File: src/rtl/fa_arith_pkg.sv
// Shared arithmetic-unit definitions for the signed divider.
// Holds the divider state encoding and default sizing constants.
package fa_arith_pkg;

    typedef enum logic [1:0] {
        IDLE = 2'd0,
        CALC = 2'd1,
        FIX  = 2'd2
    } div_state_e;

    localparam int DIV_WIDTH = 4;
    localparam int MIN_NEG   = 1 << (DIV_WIDTH - 1);
    localparam int CNT_W     = $clog2(DIV_WIDTH);

    // Counter width for an arbitrary operand width (at least one bit).
    function automatic int cnt_width(input int w);
        return (w < 2) ? 1 : $clog2(w);
    endfunction

endpackage

File: src/rtl/fa_divss2_step.sv
// One restoring shift-subtract iteration of the signed divider.
// Purely combinational: (prem, quo, divisor) -> (prem_next, quo_next).
module fa_divss2_step #(
    parameter int WIDTH = 4
) (
    input  logic [WIDTH:0]   prem_i,
    input  logic [WIDTH-1:0] quo_i,
    input  logic [WIDTH:0]   dvs_i,
    output logic [WIDTH:0]   prem_o,
    output logic [WIDTH-1:0] quo_o
);

    logic [WIDTH:0]   sh;
    logic [WIDTH+1:0] trial;
    logic             neg;
    logic             unused_prem_msb;

    // The partial remainder is always below the divisor, so its top bit
    // is zero on entry and drops out of the shifted value.
    assign unused_prem_msb = prem_i[WIDTH];

    // Shift in the next dividend bit, trial-subtract, restore on borrow.
    always_comb begin
        sh     = {prem_i[WIDTH-1:0], quo_i[WIDTH-1]};
        trial  = {1'b0, sh} - {1'b0, dvs_i};
        neg    = trial[WIDTH+1];
        prem_o = neg ? sh : trial[WIDTH:0];
        quo_o  = {quo_i[WIDTH-2:0], ~neg};
    end

endmodule

File: src/rtl/fa_divss2.sv
// Sequential signed divider, restoring, one quotient bit per clock.
// Optional one-entry request buffer: define FA_DIVSS2_QUEUE_EN.
module fa_divss2
    import fa_arith_pkg::*;
#(
    parameter int WIDTH = DIV_WIDTH
) (
    input  logic             clk,
    input  logic             rst_n,
    input  logic             start,
    input  logic [WIDTH-1:0] x,
    input  logic [WIDTH-1:0] y,
    output logic             ready,
    output logic             done,
    output logic [WIDTH-1:0] res,
    output logic [WIDTH-1:0] rem,
    output logic             ovf,
    output logic             dz
);

    localparam int LCNT_W = cnt_width(WIDTH);
    localparam logic [LCNT_W-1:0] LAST = LCNT_W'(WIDTH - 1);
    localparam logic [WIDTH-1:0]  MINV = {1'b1, {(WIDTH-1){1'b0}}};
    localparam logic [WIDTH-1:0]  ONES = {WIDTH{1'b1}};

    div_state_e        state_q, state_d;
    logic [LCNT_W-1:0] cnt_q, cnt_d;
    logic [WIDTH:0]    prem_q, prem_d;
    logic [WIDTH-1:0]  quo_q, quo_d;
    logic [WIDTH:0]    dvs_q, dvs_d;
    logic              sgnq_q, sgnq_d;
    logic              sgnr_q, sgnr_d;
    logic              ovfp_q, ovfp_d;
    logic              dzp_q, dzp_d;
    logic [WIDTH-1:0]  res_q, res_d;
    logic [WIDTH-1:0]  rem_q, rem_d;
    logic              ovf_q, ovf_d;
    logic              dz_q, dz_d;
    logic              done_q, done_d;

    logic              launch;
    logic [WIDTH-1:0]  lx, ly;
    logic [WIDTH:0]    lx_ext, ly_ext, ax, ay;
    logic [WIDTH:0]    step_prem;
    logic [WIDTH-1:0]  step_quo;
    logic              unused_ax_msb;

`ifdef FA_DIVSS2_QUEUE_EN
    logic              pend_v_q, pend_v_d;
    logic [WIDTH-1:0]  pend_x_q, pend_x_d;
    logic [WIDTH-1:0]  pend_y_q, pend_y_d;
    logic              pend_cap;
`endif

    fa_divss2_step #(
        .WIDTH (WIDTH)
    ) u_step (
        .prem_i (prem_q),
        .quo_i  (quo_q),
        .dvs_i  (dvs_q),
        .prem_o (step_prem),
        .quo_o  (step_quo)
    );

    // |x| never exceeds 2^(WIDTH-1), so it fits the WIDTH-bit quotient reg.
    assign unused_ax_msb = ax[WIDTH];

    // Pick the request to launch: fresh start, or the buffered one.
    always_comb begin
        launch = 1'b0;
        lx     = x;
        ly     = y;
`ifdef FA_DIVSS2_QUEUE_EN
        pend_cap = 1'b0;
        if (state_q == FIX && pend_v_q) begin
            launch = 1'b1;
            lx     = pend_x_q;
            ly     = pend_y_q;
        end else if (start && !pend_v_q) begin
            if (state_q == CALC) pend_cap = 1'b1;
            else                 launch   = 1'b1;
        end
`else
        launch = start && (state_q == IDLE);
`endif
    end

    // Operand magnitudes on WIDTH+1 bits so that -2^(WIDTH-1) is exact.
    always_comb begin
        lx_ext = {lx[WIDTH-1], lx};
        ly_ext = {ly[WIDTH-1], ly};
        ax     = lx[WIDTH-1] ? -lx_ext : lx_ext;
        ay     = ly[WIDTH-1] ? -ly_ext : ly_ext;
    end

    // Next-state, datapath and result formation.
    always_comb begin
        state_d = state_q;
        cnt_d   = cnt_q;
        prem_d  = prem_q;
        quo_d   = quo_q;
        dvs_d   = dvs_q;
        sgnq_d  = sgnq_q;
        sgnr_d  = sgnr_q;
        ovfp_d  = ovfp_q;
        dzp_d   = dzp_q;
        res_d   = res_q;
        rem_d   = rem_q;
        ovf_d   = ovf_q;
        dz_d    = dz_q;
        done_d  = 1'b0;

        unique case (state_q)
            IDLE: begin
                state_d = IDLE;
            end
            CALC: begin
                prem_d = step_prem;
                quo_d  = step_quo;
                cnt_d  = cnt_q + LCNT_W'(1);
                if (cnt_q == LAST) state_d = FIX;
            end
            FIX: begin
                done_d  = 1'b1;
                state_d = IDLE;
                unique case (1'b1)
                    dzp_q: begin
                        res_d = '0;
                        rem_d = sgnr_q ? -quo_q : quo_q;
                        ovf_d = 1'b0;
                        dz_d  = 1'b1;
                    end
                    ovfp_q: begin
                        res_d = MINV;
                        rem_d = '0;
                        ovf_d = 1'b1;
                        dz_d  = 1'b0;
                    end
                    default: begin
                        res_d = sgnq_q ? -quo_q : quo_q;
                        rem_d = sgnr_q ? -prem_q[WIDTH-1:0]
                                       : prem_q[WIDTH-1:0];
                        ovf_d = 1'b0;
                        dz_d  = 1'b0;
                    end
                endcase
            end
            default: begin
                state_d = IDLE;
            end
        endcase

        // A zero divisor skips the iterations; FIX rebuilds x from |x|.
        if (launch) begin
            prem_d  = '0;
            cnt_d   = '0;
            quo_d   = ax[WIDTH-1:0];
            dvs_d   = ay;
            sgnq_d  = lx[WIDTH-1] ^ ly[WIDTH-1];
            sgnr_d  = lx[WIDTH-1];
            ovfp_d  = (lx == MINV) && (ly == ONES);
            dzp_d   = (ly == '0);
            state_d = (ly == '0) ? FIX : CALC;
        end
    end

    // Control, datapath and result registers.
    always_ff @(posedge clk or negedge rst_n) begin
        if (!rst_n) begin
            state_q <= IDLE;
            cnt_q   <= '0;
            prem_q  <= '0;
            quo_q   <= '0;
            dvs_q   <= '0;
            sgnq_q  <= 1'b0;
            sgnr_q  <= 1'b0;
            ovfp_q  <= 1'b0;
            dzp_q   <= 1'b0;
            res_q   <= '0;
            rem_q   <= '0;
            ovf_q   <= 1'b0;
            dz_q    <= 1'b0;
            done_q  <= 1'b0;
        end else begin
            state_q <= state_d;
            cnt_q   <= cnt_d;
            prem_q  <= prem_d;
            quo_q   <= quo_d;
            dvs_q   <= dvs_d;
            sgnq_q  <= sgnq_d;
            sgnr_q  <= sgnr_d;
            ovfp_q  <= ovfp_d;
            dzp_q   <= dzp_d;
            res_q   <= res_d;
            rem_q   <= rem_d;
            ovf_q   <= ovf_d;
            dz_q    <= dz_d;
            done_q  <= done_d;
        end
    end

`ifdef FA_DIVSS2_QUEUE_EN
    // Pending slot: filled while busy, drained as FIX completes.
    always_comb begin
        pend_v_d = pend_v_q;
        pend_x_d = pend_x_q;
        pend_y_d = pend_y_q;
        if (state_q == FIX && pend_v_q) pend_v_d = 1'b0;
        if (pend_cap) begin
            pend_v_d = 1'b1;
            pend_x_d = x;
            pend_y_d = y;
        end
    end

    // Pending request storage.
    always_ff @(posedge clk or negedge rst_n) begin
        if (!rst_n) begin
            pend_v_q <= 1'b0;
            pend_x_q <= '0;
            pend_y_q <= '0;
        end else begin
            pend_v_q <= pend_v_d;
            pend_x_q <= pend_x_d;
            pend_y_q <= pend_y_d;
        end
    end

    assign ready = !pend_v_q;
`else
    assign ready = (state_q == IDLE);
`endif

    assign done = done_q;
    assign res  = res_q;
    assign rem  = rem_q;
    assign ovf  = ovf_q;
    assign dz   = dz_q;

endmodule

File: config.mk
export PLATFORM = sky130hd
export DESIGN_NAME = fa_divss2
export DESIGN_NICKNAME = d
export VERILOG_FILES = /design/src/rtl/fa_arith_pkg.sv /design/src/rtl/fa_divss2_step.sv /design/src/rtl/fa_divss2.sv
export SDC_FILE = /design/constraint.sdc
export NUM_CORES = 1
export LEC_CHECK = 0
export CORE_MARGIN = 2
export CORE_UTILIZATION = 44
export CTS_CLUSTER_SIZE = 30
export DETAILED_ROUTE_END_ITERATION = 12
export GPL_ROUTABILITY_DRIVEN = 0
export PLACE_DENSITY = 0.66
export SETUP_SLACK_MARGIN = 0.3
export SKIP_CTS_REPAIR_TIMING = 1
export SKIP_LAST_GASP = 1
export SLEW_MARGIN = 20
export SYNTH_ARGS = -nofsm -noshare
export SYNTH_HDL_FRONTEND = slang
export SYNTH_SLANG_ARGS = --single-unit
File: constraint.sdc
create_clock -name clk -period 2 [get_ports clk]
set_input_delay 0.4 -clock clk [delete_from_list [all_inputs] [get_ports clk]]
set_output_delay 0.4 -clock clk [all_outputs]
set_load 0.005 [all_outputs]
## Word-level counts from Yosys, hierarchy flattened

Index checks and enable logic that the tools add are counted.

| operators by class | value |
|---|---|
| add/subtract/negate cells | 6 |
| equality and inequality tests | 6 |
| mux-type cells | 21 |
| reduce and logical (&&, ||, !) cells | 5 |
| bitwise logic cells | 2 |

Operators with widths:

| operator | number |
|---|---|
| 2-to-1 mux 4 bit | 9 |
| case mux 4 bit (2 select lines) | 2 |
| 2-to-1 mux 2 bit | 6 |
| negator 4 bit | 3 |
| == test 4 bit, second input constant | 2 |
| subtractor 5 x 5 -> 6 bit | 1 |
| 2-to-1 mux 5 bit | 1 |
| negator 5 bit | 1 |
| == test 2 bit, second input constant | 2 |
| logical NOT 4 bit | 1 |
| 2-to-1 mux 1 bit | 3 |
| inequality test 3 bit, second input constant | 1 |
| adder 2 x 1 -> 2 bit, second input constant | 1 |
| == test 2 x 1 -> 1 bit, second input constant | 1 |
| logical AND 1 bit | 2 |
| logical NOT 2 bit | 1 |
| nonzero test 2 bit | 1 |
| inverter 1 bit | 1 |
| XOR 1 bit | 1 |

| word-level totals | value |
|---|---|
| register bits | 32 |
| output and inout bits | 12 |
| logic and storage cells | 54 |

## Depth between registers and ports, before layout

| logic depth | value |
|---|---|
| depth in word-level cells | 4 |
| depth in mapped cells | 7 |
| depth with buffers taken out | 7 |

## By module

A second synthesis with hierarchy kept.

| second synthesis, totals | value |
|---|---|
| cells, all modules | 228 |
| area, all modules | 2011.9 µm² |

By module, submodules not included:

| module | area an instance (µm²) | times used | seq. area each (µm²) | cells an instance |
|---|---|---|---|---|
| fa_divss2 | 1617.8 | 1 | 825.8 | 168 |
| fa_divss2_step | 394.1 | 1 | 0.0 | 60 |

## Worst setup path before layout

Ideal clock, no wire load.

| timing | value |
|---|---|
| path type | reg-to-reg |
| start point | register prem_q[1] |
| end point | register quo_q[0] |
| data arrival time | 1.587 ns |
| path slack | 0.287 ns |
| cell stages (with the launch flop) | 6 |
| setup time | 0.127 ns |
| period minus slack after synthesis | 1.713 ns |
| buffers on the path | 0 |
| cell sequence | dfrtp_1 ha_1 or2_2 o211ai_2 a21oi_4 a221o_2 |

| on the way | value |
|---|---|
| longest elaborated chain between the ends | 4 |

Ends and longest elaborated chain:

| element | RTL line | text |
|---|---|---|
| from (decl) | fa_divss2.sv:28 | `logic [WIDTH:0] prem_q, prem_d;` |
| from (signal assigned) | fa_divss2.sv:187 | `prem_q <= prem_d;` |
| subtractor 5 x 5 -> 6 bit | fa_divss2_step.sv:25 | `trial = {1'b0, sh} - {1'b0, dvs_i};` |
| inverter 1 bit | fa_divss2_step.sv:28 | `quo_o = {quo_i[WIDTH-2:0], ~neg};` |
| 2-to-1 mux 4 bit | fa_divss2.sv:113 | `unique case (state_q)` |
| 2-to-1 mux 4 bit | fa_divss2.sv:154 | `if (launch) begin` |
| to (signal assigned) | fa_divss2.sv:188 | `quo_q <= quo_d;` |
| to (decl) | fa_divss2.sv:29 | `logic [WIDTH-1:0] quo_q, quo_d;` |

Every way passes these cells. The select of a mux whose other input is x is not followed.
A chain may end at the register's enable or synchronous reset.

## Final worst setup path

| timing | value |
|---|---|
| start point | register prem_q[1] |
| end point | register prem_q[0] |

| on the way | value |
|---|---|
| longest elaborated chain between the ends | 4 |

Ends and longest elaborated chain:

| element | RTL line | text |
|---|---|---|
| subtractor 5 x 5 -> 6 bit | fa_divss2_step.sv:25 |  |
| 2-to-1 mux 4 bit | fa_divss2_step.sv:27 | `prem_o = neg ? sh : trial[WIDTH:0];` |
| 2-to-1 mux 4 bit | fa_divss2.sv:113 |  |
| 2-to-1 mux 4 bit | fa_divss2.sv:154 |  |

Every way passes these cells. The select of a mux whose other input is x is not followed.

==> impl_metrics.py <==
metrics = {
    "synthesis": {
        "synth.area.top_cells": "dfrtp_1 (45%), ha_1 (7.8%), nand2_1 (5.7%)",
        "yosysWarnings": 0,
        "synth_top_area_cell": "dfrtp_1",
        "synth_ff_type": "dfrtp_1",
        "synth_common_cells": "dfrtp_1 (32), nand2_1 (27), o21ai_0 (18)",
        "synth_most_common_cell": "dfrtp_1",
        "synth.distinct_cells": 36,
        "synth_top_area_share_pct": 45.4,
        "async_reset_ff_share_pct": 100,
        "syn-instance-count": 185,
        "yosysSeqAreaShare_pct": 45.4,
        "synth_edf_count": 0,
        "synth.ff_latch_count": 32,
        "avgSynthCellArea_um2": 9.53,
        "netlist_area_mm2": 0.00176,
        "syn_nets": 208,
    },
    "sta": {
        "rsz0062_at_grt": "yes",
        "finalHoldViolCount": 0,
        "drv_slew": 0,
        "clock_skew_ns": 0.00404,
        "slew_headroom_pct": 69.8,
        "period_needed_ns": 1.70,
        "fmax_ghz": 0.590,
        "finalSetupViolCount": 0,
        "tightest_slew_ns": 0.454,
        "tns_ns": 0,
        "period_share_pct": 84.8,
    },
    "die": {
        "fp.dieW_um": 67.3,
        "initial_core_util_pct": 45.0,
        "die_h_um": 67.3,
        "io_pins": 23,
        "core_area_mm2": 0.00391,
        "design.die.area_mm2": 0.00453,
        "num_rows": 23,
    },
    "clocking": {
        "clkLatencyLatePin_ns": 0.28,
        "clk_pin_slew_ns": 0.06,
        "clock_sinks": 32,
        "clockBufferDepth": 2,
        "h-tree-depth": 2,
        "cts_inserted_buffers": 5,
        "cts_tree": "done",
        "clock-root-buffer": "clkbuf_8",
    },
    "global_route": {
        "grt_overflow": 0,
        "grt_pass1_wl_um": 6350,
        "track_usage_pct": 19.3,
        "grt_max_degree": 33,
        "antenna_found_initial": 0,
        "grt_pass1_vias": 1399,
    },
    "worst_setup_path": {
        "cp_num_buf_inv": 0,
        "slowest_delay_ns": 0.45,
        "path_delay_family": "flip-flops",
        "crit_chain": "ha_4, or2_4, o211ai_2, a21oi_4, mux2_4, o21ai_2",
        "end_kind": "flop",
        "timing.rr.start": "prem_q[1]",
        "startpoint_type": "flop",
        "worstSetupPathType": "flop to flop",
        "slowest_stage": "dfrtp_2",
        "crit_fanout": 5,
        "arrival_ns": 1.90,
        "required_ns": 2.20,
        "worstSetupStartpoint": "prem_q[1]",
    },
    "cells_and_area": {
        "final-seq-area_um2": 802,
        "multi_input_area_um2": 941,
        "nets": 239,
        "antenna_cells": 0,
        "syn2layout_area_growth_pct": 28.8,
        "layout-drive-gt1-share_pct": 15.2,
        "num-fill-cells": 380,
        "post-route-util_pct": 58.0,
    },
    "worst_hold_path": {
        "worstHoldPathType": "flop to flop",
        "hold_start": "rem[3]",
    },
    "placement": {
        "io_buffers": 22,
        "hpwl_um": 2790,
    },
    "routing": {
        "drc": 0,
        "firstDrtPassIters": 4,
        "antenna_left": 0,
        "vias": 1405,
        "drtIter0Drc": 69,
        "via_per_inst": 5.26,
        "wire_per_inst_um": 13.5,
        "drt_wl_total_um": 3610,
    },
    "run": {
        "cap_violations": 0,
    },
    "status": {
        "status": "finished, final reports clean",
    },
    "pwr": {
        "vdd_drop_max_mv": 0.502,
        "p_leak_nw": 1.02,
        "power.density_mw_per_mm2": 1580,
    },
}
==> where the power goes <==
part | internal, mW | total, mW | switching, mW
registers | 0.903 | 1.15 | 0.242
clock network | 0.439 | 0.667 | 0.228
logic | 0.928 | 1.78 | 0.854
total | 2.27 | 3.59 | 1.32
==> metal layers <==
metal  wire [um]  part of all wire [%]  global-route usage (%)  vias to the layer above
li1            -                     -                       -                      688
met1        1560                    43                    22.7                      679
met2        1840                    51                    32.2                       36
met3         185                   5.1                    6.83                        2
met4          21                  0.58                    7.40                        0
met5           0                     0                       0                        -
==> kinds of logic after synthesis <==
logic type	Yosys count	share of synthesized area, %
AO/OA/AOI/OAI	37	14.2
XOR/XNOR	11	5.47
adder cells (fa/ha/maj)	12	8.94
buffers and inverters	21	4.61
flip-flops	32	45.4
multiplexers	8	4.90
AND/OR/NAND/NOR	64	16.5
==> through the flow <==
step	std cells	hold slack [ns]	setup WS, ns	area, um^2	total power [mW]
global route	267	0.507	0.221	2270	3.93
detailed placement	257	0.470	0.244	2070	2.81
finish	267	0.477	0.305	2270	3.59
global placement	257	0.458	0.246	2070	2.73
floorplan	185	0.104	0.307	1770	2.23
CTS	265	0.486	0.192	2190	3.48
==> cell type report <==
cell class / count / area share, %
multi-input cells: 132 / 41.4
flip-flops and latches: 32 / 35.3
repair buffers: 30 / 12.5
clock buffers: 7 / 4.24
well taps: 50 / 2.75
inverters: 15 / 2.48
clock inverters: 1 / 1.32
==> path summary, 6_finish.rpt <==
check	endpoint	cells after the start	slack, ns
max in group asynchronous	prem_q[1]	2	1.18
worst max register to register	prem_q[0]	6	0.30
worst min-delay path	rem[3]	2	0.48
min in group asynchronous	ovf	2	0.51
worst max-delay path	prem_q[0]	6	0.30
worst min register to register	rem[3]	2	0.48
==> worst min-delay path: stages (launching register included) <==
cell and delay (ns):
dfrtp_1 0.34, nand2_1 0.05, o21ai_0 0.06
==> sequential cells by signal, indices dropped and copies added (netlist names) <==
| name | flops |
|---|---|
| cnt_q | 2 |
| done | 1 |
| dvs_q | 5 |
| dz | 1 |
| dzp_q | 1 |
| ovf | 1 |
| ovfp_q | 1 |
| prem_q | 4 |
| quo_q | 4 |
| rem | 4 |
| res | 4 |
| sgnq_q | 1 |
| sgnr_q | 1 |
| state_q | 2 |
==> placed cells by master (no fill, tap or decap), types with 2 or more instances in the layout <==
cell,instances
o21ai_0,18
xor2_1,2
inv_2,2
nand2_1,27
dfrtp_1,31
ha_4,4
clkdlybuf4s50_1,21
xnor2_1,9
mux2i_1,6
nor2b_1,3
clkbuf_8,7
inv_1,12
nand3_1,5
ha_1,7
nand2b_1,6
nor2_1,15
a221oi_1,3
o31ai_1,4
buf_4,8
a21oi_1,4
Note: power is estimated with default switching activity, not from simulation.
